$ cat src/rtl/nand_pipe_arbiter_pkg.sv
// Shared definitions for the NAND pipeline arbiter: status codes,
// statistics counter width and the id-width helper.
package nand_pipe_arbiter_pkg;

    localparam logic [1:0] IDLE  = 2'd0;
    localparam logic [1:0] RUN   = 2'd1;
    localparam logic [1:0] STALL = 2'd2;

    localparam int CNT_W = 8;

    // ceil(log2(n)), never below 1 so a 2-requester id is still 1 bit
    function automatic int clog2(input int n);
        int r;
        r = 0;
        while ((1 << r) < n) r++;
        return (r < 1) ? 1 : r;
    endfunction

endpackage

$ cat src/rtl/nand_pipe_arbiter_if.sv
// Requester and response handshake bundle of the NAND pipeline arbiter.
// master = requesters/consumer side, slave = arbiter side.
interface nand_pipe_arbiter_if #(
    parameter int NUM_REQ = 2,
    parameter int WIDTH   = 1,
    parameter int IDW     = nand_pipe_arbiter_pkg::clog2(NUM_REQ)
) ();

    logic [NUM_REQ-1:0]       req_valid;
    logic [NUM_REQ*WIDTH-1:0] req_a;
    logic [NUM_REQ*WIDTH-1:0] req_b;
    logic [NUM_REQ-1:0]       req_ready;
    logic                     rsp_valid;
    logic [WIDTH-1:0]         rsp_data;
    logic [IDW-1:0]           rsp_id;
    logic                     rsp_ready;

    modport master (
        output req_valid, req_a, req_b, rsp_ready,
        input  req_ready, rsp_valid, rsp_data, rsp_id
    );

    modport slave (
        input  req_valid, req_a, req_b, rsp_ready,
        output req_ready, rsp_valid, rsp_data, rsp_id
    );

endinterface

$ cat src/rtl/nand_pipe_arbiter_rr_arbiter.sv
// Combinational round-robin picker: lowest valid index at or above ptr,
// otherwise lowest valid index overall (wrap-around).
module rr_arbiter #(
    parameter int NUM_REQ = 2,
    parameter int IDW     = 1
) (
    input  logic [NUM_REQ-1:0] valid,
    input  logic [IDW-1:0]     ptr,
    output logic [NUM_REQ-1:0] grant,
    output logic [IDW-1:0]     idx
);

    logic [IDW-1:0] lo_idx, hi_idx;
    logic           lo_hit, hi_hit;

    always_comb begin
        lo_idx = '0;
        hi_idx = '0;
        lo_hit = 1'b0;
        hi_hit = 1'b0;
        for (int j = NUM_REQ - 1; j >= 0; j--) begin
            if (valid[j]) begin
                lo_idx = IDW'(j);
                lo_hit = 1'b1;
                if (IDW'(j) >= ptr) begin
                    hi_idx = IDW'(j);
                    hi_hit = 1'b1;
                end
            end
        end
    end

    assign idx = hi_hit ? hi_idx : lo_idx;

    always_comb begin
        grant = '0;
        for (int j = 0; j < NUM_REQ; j++)
            grant[j] = lo_hit && (idx == IDW'(j));
    end

endmodule

$ cat src/rtl/nand_pipe_arbiter.sv
// Round-robin sequencer for a shared two-register NAND pipeline.
// Optional NAND_PIPE_ARBITER_STATS_EN adds grant_cnt and stall_cnt.
module nand_pipe_arbiter
    import nand_pipe_arbiter_pkg::*;
#(
    parameter int NUM_REQ = 2,
    parameter int WIDTH   = 1
) (
    input  logic clk,
    input  logic rst,
    nand_pipe_arbiter_if.slave bus,
    output logic busy
`ifdef NAND_PIPE_ARBITER_STATS_EN
    ,
    output logic [NUM_REQ*CNT_W-1:0] grant_cnt,
    output logic [CNT_W-1:0]         stall_cnt
`endif
);

    localparam int IDW = clog2(NUM_REQ);

    logic               adv, accept;
    logic [NUM_REQ-1:0] gnt;
    logic [IDW-1:0]     gidx, rr_ptr, ptr_nxt;
    logic [WIDTH-1:0]   sel_a, sel_b;
    logic               s1_valid, s2_valid;
    logic [WIDTH-1:0]   s1_a, s1_b, s2_data;
    logic [IDW-1:0]     s1_id, s2_id;
    logic [1:0]         state, state_nxt;
    logic               n1, n2;

    // rst gating keeps req_ready low for the whole reset window
    assign adv = !rst && (!s2_valid || bus.rsp_ready);

    rr_arbiter #(.NUM_REQ(NUM_REQ), .IDW(IDW)) u_arb (
        .valid (bus.req_valid & {NUM_REQ{adv}}),
        .ptr   (rr_ptr),
        .grant (gnt),
        .idx   (gidx)
    );

    assign accept        = |gnt;
    assign bus.req_ready = gnt;
    assign ptr_nxt = (gidx == IDW'(NUM_REQ - 1)) ? '0 : gidx + IDW'(1);

    always_comb begin
        sel_a = '0;
        sel_b = '0;
        for (int i = 0; i < NUM_REQ; i++) begin
            if (gnt[i]) begin
                sel_a = bus.req_a[i*WIDTH +: WIDTH];
                sel_b = bus.req_b[i*WIDTH +: WIDTH];
            end
        end
    end

    always_comb begin
        n1 = adv ? accept : s1_valid;
        n2 = adv ? s1_valid : s2_valid;
        state_nxt = RUN;
        unique case (1'b1)
            (!n1 && !n2):           state_nxt = IDLE;
            (n2 && !bus.rsp_ready): state_nxt = STALL;
            default:                state_nxt = RUN;
        endcase
    end

    always_ff @(posedge clk or posedge rst) begin
        if (rst) begin
            s1_valid <= 1'b0;
            s1_a     <= '0;
            s1_b     <= '0;
            s1_id    <= '0;
            s2_valid <= 1'b0;
            s2_data  <= '0;
            s2_id    <= '0;
            rr_ptr   <= '0;
            state    <= IDLE;
        end else begin
            state <= state_nxt;
            if (adv) begin
                s2_valid <= s1_valid;
                if (s1_valid) begin
                    s2_data <= ~(s1_a & s1_b);
                    s2_id   <= s1_id;
                end
                s1_valid <= accept;
                if (accept) begin
                    s1_a   <= sel_a;
                    s1_b   <= sel_b;
                    s1_id  <= gidx;
                    rr_ptr <= ptr_nxt;
                end
            end
        end
    end

    assign bus.rsp_valid = s2_valid;
    assign bus.rsp_data  = s2_data;
    assign bus.rsp_id    = s2_id;
    assign busy          = (state != IDLE);

`ifdef NAND_PIPE_ARBITER_STATS_EN
    logic [CNT_W-1:0] gcnt [NUM_REQ];
    logic [CNT_W-1:0] scnt;

    always_ff @(posedge clk or posedge rst) begin
        if (rst) begin
            for (int i = 0; i < NUM_REQ; i++) gcnt[i] <= '0;
            scnt <= '0;
        end else begin
            for (int i = 0; i < NUM_REQ; i++)
                if (gnt[i] && gcnt[i] != '1)
                    gcnt[i] <= gcnt[i] + CNT_W'(1);
            if (state == STALL && scnt != '1)
                scnt <= scnt + CNT_W'(1);
        end
    end

    for (genvar g = 0; g < NUM_REQ; g++) begin : g_cnt
        assign grant_cnt[g*CNT_W +: CNT_W] = gcnt[g];
    end
    assign stall_cnt = scnt;
`endif

endmodule
$ cat src/flat_wrapper.sv
// flat-port wrapper written by rule: the top's interface ports become plain ports
module nand_pipe_arbiter_flat import nand_pipe_arbiter_pkg::*;
#(
    parameter int NUM_REQ = 2,
    parameter int WIDTH   = 1
)
  (clk, rst, busy, bus_req_valid, bus_req_a, bus_req_b, bus_rsp_ready, bus_req_ready, bus_rsp_valid, bus_rsp_data, bus_rsp_id);
  nand_pipe_arbiter_if #(.NUM_REQ(NUM_REQ), .WIDTH(WIDTH)) bus_i ();
  input  logic clk;
  input  logic rst;
  output logic busy;
  input wire logic [$bits(bus_i.req_valid)-1:0] bus_req_valid;
  input wire logic [$bits(bus_i.req_a)-1:0] bus_req_a;
  input wire logic [$bits(bus_i.req_b)-1:0] bus_req_b;
  input wire logic [$bits(bus_i.rsp_ready)-1:0] bus_rsp_ready;
  output wire logic [$bits(bus_i.req_ready)-1:0] bus_req_ready;
  output wire logic [$bits(bus_i.rsp_valid)-1:0] bus_rsp_valid;
  output wire logic [$bits(bus_i.rsp_data)-1:0] bus_rsp_data;
  output wire logic [$bits(bus_i.rsp_id)-1:0] bus_rsp_id;
  assign bus_i.req_valid = bus_req_valid;
  assign bus_i.req_a = bus_req_a;
  assign bus_i.req_b = bus_req_b;
  assign bus_i.rsp_ready = bus_rsp_ready;
  assign bus_req_ready = bus_i.req_ready;
  assign bus_rsp_valid = bus_i.rsp_valid;
  assign bus_rsp_data = bus_i.rsp_data;
  assign bus_rsp_id = bus_i.rsp_id;
  nand_pipe_arbiter #(.NUM_REQ(NUM_REQ), .WIDTH(WIDTH)) u_core (.clk(clk), .rst(rst), .bus(bus_i), .busy(busy));
endmodule
$ cat config.mk
export PLATFORM = sky130hd
export DESIGN_NAME = nand_pipe_arbiter_flat
export DESIGN_NICKNAME = d
export VERILOG_FILES = /design/src/rtl/nand_pipe_arbiter_pkg.sv /design/src/rtl/nand_pipe_arbiter_if.sv /design/src/rtl/nand_pipe_arbiter_rr_arbiter.sv /design/src/rtl/nand_pipe_arbiter.sv /design/src/flat_wrapper.sv
export SDC_FILE = /design/constraint.sdc
export NUM_CORES = 1
export LEC_CHECK = 0
export CORE_AREA = 2 2 39 41
export CTS_CLUSTER_SIZE = 30
export DETAILED_ROUTE_END_ITERATION = 6
export DIE_AREA = 0 0 41 43
export HOLD_SLACK_MARGIN = 0.1
export PLACE_DENSITY = 0.63
export SLEW_MARGIN = 40
export SYNTH_ARGS = -nofsm -noshare
export SYNTH_HDL_FRONTEND = slang
export SYNTH_HIERARCHICAL = 1
export SYNTH_SLANG_ARGS = --single-unit
export TNS_END_PERCENT = 100
$ cat constraint.sdc
create_clock -name clk -period 2 [get_ports clk]
set_input_delay 0.4 -clock clk [delete_from_list [all_inputs] [get_ports clk]]
set_output_delay 0.4 -clock clk [all_outputs]
set_load 0.05 [all_outputs]
==> flow_summary.ini <==
[grt]
grt-busiest-layer = met2
antenna_found_initial = 0
met1_usage_pct = 18.9
grt_start_max_net_pins = 11
grtUsageMet2_pct = 27.2
grt_pass1_vias = 479
grt_pass1_wl_um = 1950
grtUsageTotal_pct = 16.5
met3_usage_pct = 3.66
grt_overflow = 0

[sta]
setup-violations-final = 0
worst_pin_slew_ns = 0.493
fmax_ghz = 0.521
maxSlewViolCount = 0
finalCritPeriodShare_pct = 95.9
clock_skew_ns = 0.00998
fin_ws_ns = 0.0824
relSlewSlack_pct = 67.0
min_period_ns = 1.92
hold_viol_final = 0
rsz0062_at_grt = yes

[floorplanning]
core_mm2 = 0.00138
rows = 14
die-width_um = 41
start_util_pct = 36.8
ioPinCount = 15
die_h_um = 43
dieArea_mm2 = 0.00176

[final_layout]
top_register = u_core/state
mostFrequentLayoutCells = 10 x buf_4, 9 x clkdlybuf4s50_1, 9 x dfrtp_1
nNetsFinal = 85
largest_register_ffs = 2
area_growth_pct = 68.8
fin_util_pct = 62.1
layout_commonest_cell = buf_4
antenna_cells = 0
layout-drive-gt1-share_pct = 45.3

[routing]
drtIter0Drc = 5
wire_per_inst_um = 12.4
vias_per_cell = 4.81
wirelength_um = 1130
route.detailed.drc = 0
ant_nets = 0
via_count = 438
firstDrtPassIters = 3

[setup_path]
reg2reg_slack_ns = 0.17
start_kind = register
ff2ff_path_depth = 9
cp.required_ns = 1.60
cp_max_fo = 4
critPathArrivalTime_ns = 1.52
reg2reg_to = u_core/rr_ptr
crit_end = bus_req_ready[0]
r2r_start = u_core/bus.rsp_valid
crit_type = register to primary output
critical_path.startpoint = u_core/bus.rsp_valid
critPathCaptureType = primary output

[cts]
htree_num_levels = 1
cts_root_buf = clkbuf_4
cts_buffers = 3
clock_sinks = 10
clkSlewWorstSetupHoldPaths_ns = 0.07
clock_path_buffers = 2
clk_latency_ns = 0.26
cts_tree = yes

[logic_synthesis]
synth-compound-area-share_pct = 18.2
syn_nets = 54
synth-simple-area-share_pct = 18.9
yosys_warnings = 6
ys_ff_latch = 10
synth_cell_types = 23
yosysSeqAreaShare_pct = 49.1
synth_xor_area_share_pct = 0
muxShareOfSynthArea_pct = 9.34
synth_cells = 45
avgSynthCellArea_um2 = 11.3
syn-cell-area_um2 = 509
synth_top_family_by_area = simple AND/OR/NAND/NOR gates
synthAdderAreaFrac_pct = 0

[worst_hold_path]
hp-class = input pin to async pin

[power_and_ir_drop]
irDropWorstVdd_v = 0.000382
power.leakage_uw = 0.000409
p_per_area_mw_per_mm2 = 1010

[placement]
dpl_worst_slack_ns = -0.174
portBuffers = 14
hpwl_um = 878
routabilityCongestion = 0.670

[flow_run]
maxCapViolCount = 0

[status]
outcome = finished, final reports clean
## logic make-up (layout without fill, tap and decap cells)
| logic type | after synthesis | after routing |
|---|---|---|
| buffers and inverters | 6 | 36 |
| AOI/OAI and AO/OA | 13 | 13 |
| DFF | 10 | 10 |
| muxes | 4 | 4 |
| and+or+nand+nor | 12 | 12 |
## per-layer routing
| layer | routed length (µm) | up-vias |
|---|---|---|
| met5 | 0 | - |
| met1 | 417 | 215 |
| met2 | 665 | 8 |
| met3 | 30 | 2 |
| met4 | 12 | 0 |
| li1 | - | 213 |
## layout make-up
cell class	instances	area, µm²
fillers	111	524
repair buffers	26	270
multi-input cells	29	269
flip-flops and latches	10	251
clock buffers	4	26.3
inverters	6	22.5
well taps	16	20.0
## metrics by stage
step | instances | hold slack [ns] | cell area [µm²] | TNS [ns] | power (µW)
6_report | 91 | 0.344 | 860 | 0 | 867
3_5_place_dp | 84 | 0.505 | 791 | -0.993 | 723
5_1_grt | 91 | 0.369 | 860 | -0.0369 | 924
4_1_cts | 90 | 0.521 | 831 | 0 | 873
3_3_place_gp | 84 | 0.492 | 791 | -0.913 | 709
2_1_floorplan | 45 | 0.246 | 543 | -0.303 | 570
## cell usage after synthesis
master     n  area [µm²]
or2_2      1        6.26
nand2b_1   1        6.26
nor3b_4    1        18.8
dfrtp_1   10         250
a21oi_1    2        10.0
a22oi_1    2        15.0
o21ba_2    1        10.0
nor3_1     1        5.00
mux2_4     1        15.0
a21o_2     2        17.5
and2_1     2        12.5
a21boi_1   2        15.0
inv_1      6        22.5
a21boi_0   1        7.51
mux2_2     2        22.5
nor2_1     2        7.51
nor2b_4    1        13.8
nand2_1    1        3.75
nor3_4     1        16.3
mux2i_1    1        10.0
o22ai_1    2        12.5
o21ai_0    1        5.00
nor2b_1    1        6.26
## worst max-delay path, stage by stage (launching register included)
cell and delay, ns:
dfrtp_2 0.43, nor2b_4 0.14, nor2_2 0.09, and2_4 0.18, a21boi_4 0.18, buf_6 0.12
buf_12 0.12
## worst min-delay path by stage
stage,cells past startpoint,endpoint,slack [ns],from
floorplan,1,u_core/bus.rsp_data,0.25,rst
detailed placement,1,u_core/bus.rsp_id,0.51,u_core/bus.rsp_id
finish,4,u_core/s1_id,0.34,rst
global placement,1,u_core/bus.rsp_data,0.49,u_core/bus.rsp_data
global route,4,u_core/s1_id,0.37,rst
CTS,1,u_core/bus.rsp_id,0.52,u_core/bus.rsp_id
## report_power, final
group	leakage, µW	switching [µW]	total [µW]	internal [µW]
combinational	0.000274	224	420	196
clock	0.0000150	61.8	138	76.6
sequential	0.000120	41.5	308	267
total	0.000409	328	867	539
## what timing repair did
action | CTS | global route
resized for setup | 1 | 3
pin swaps | 1 | 3
setup buffers | 2 | 1
endpoints found under the setup margin | 2 | 3
cloned | 0 | 0
hold buffers | 0 | 0
Note: power is estimated with default switching activity, not from simulation.
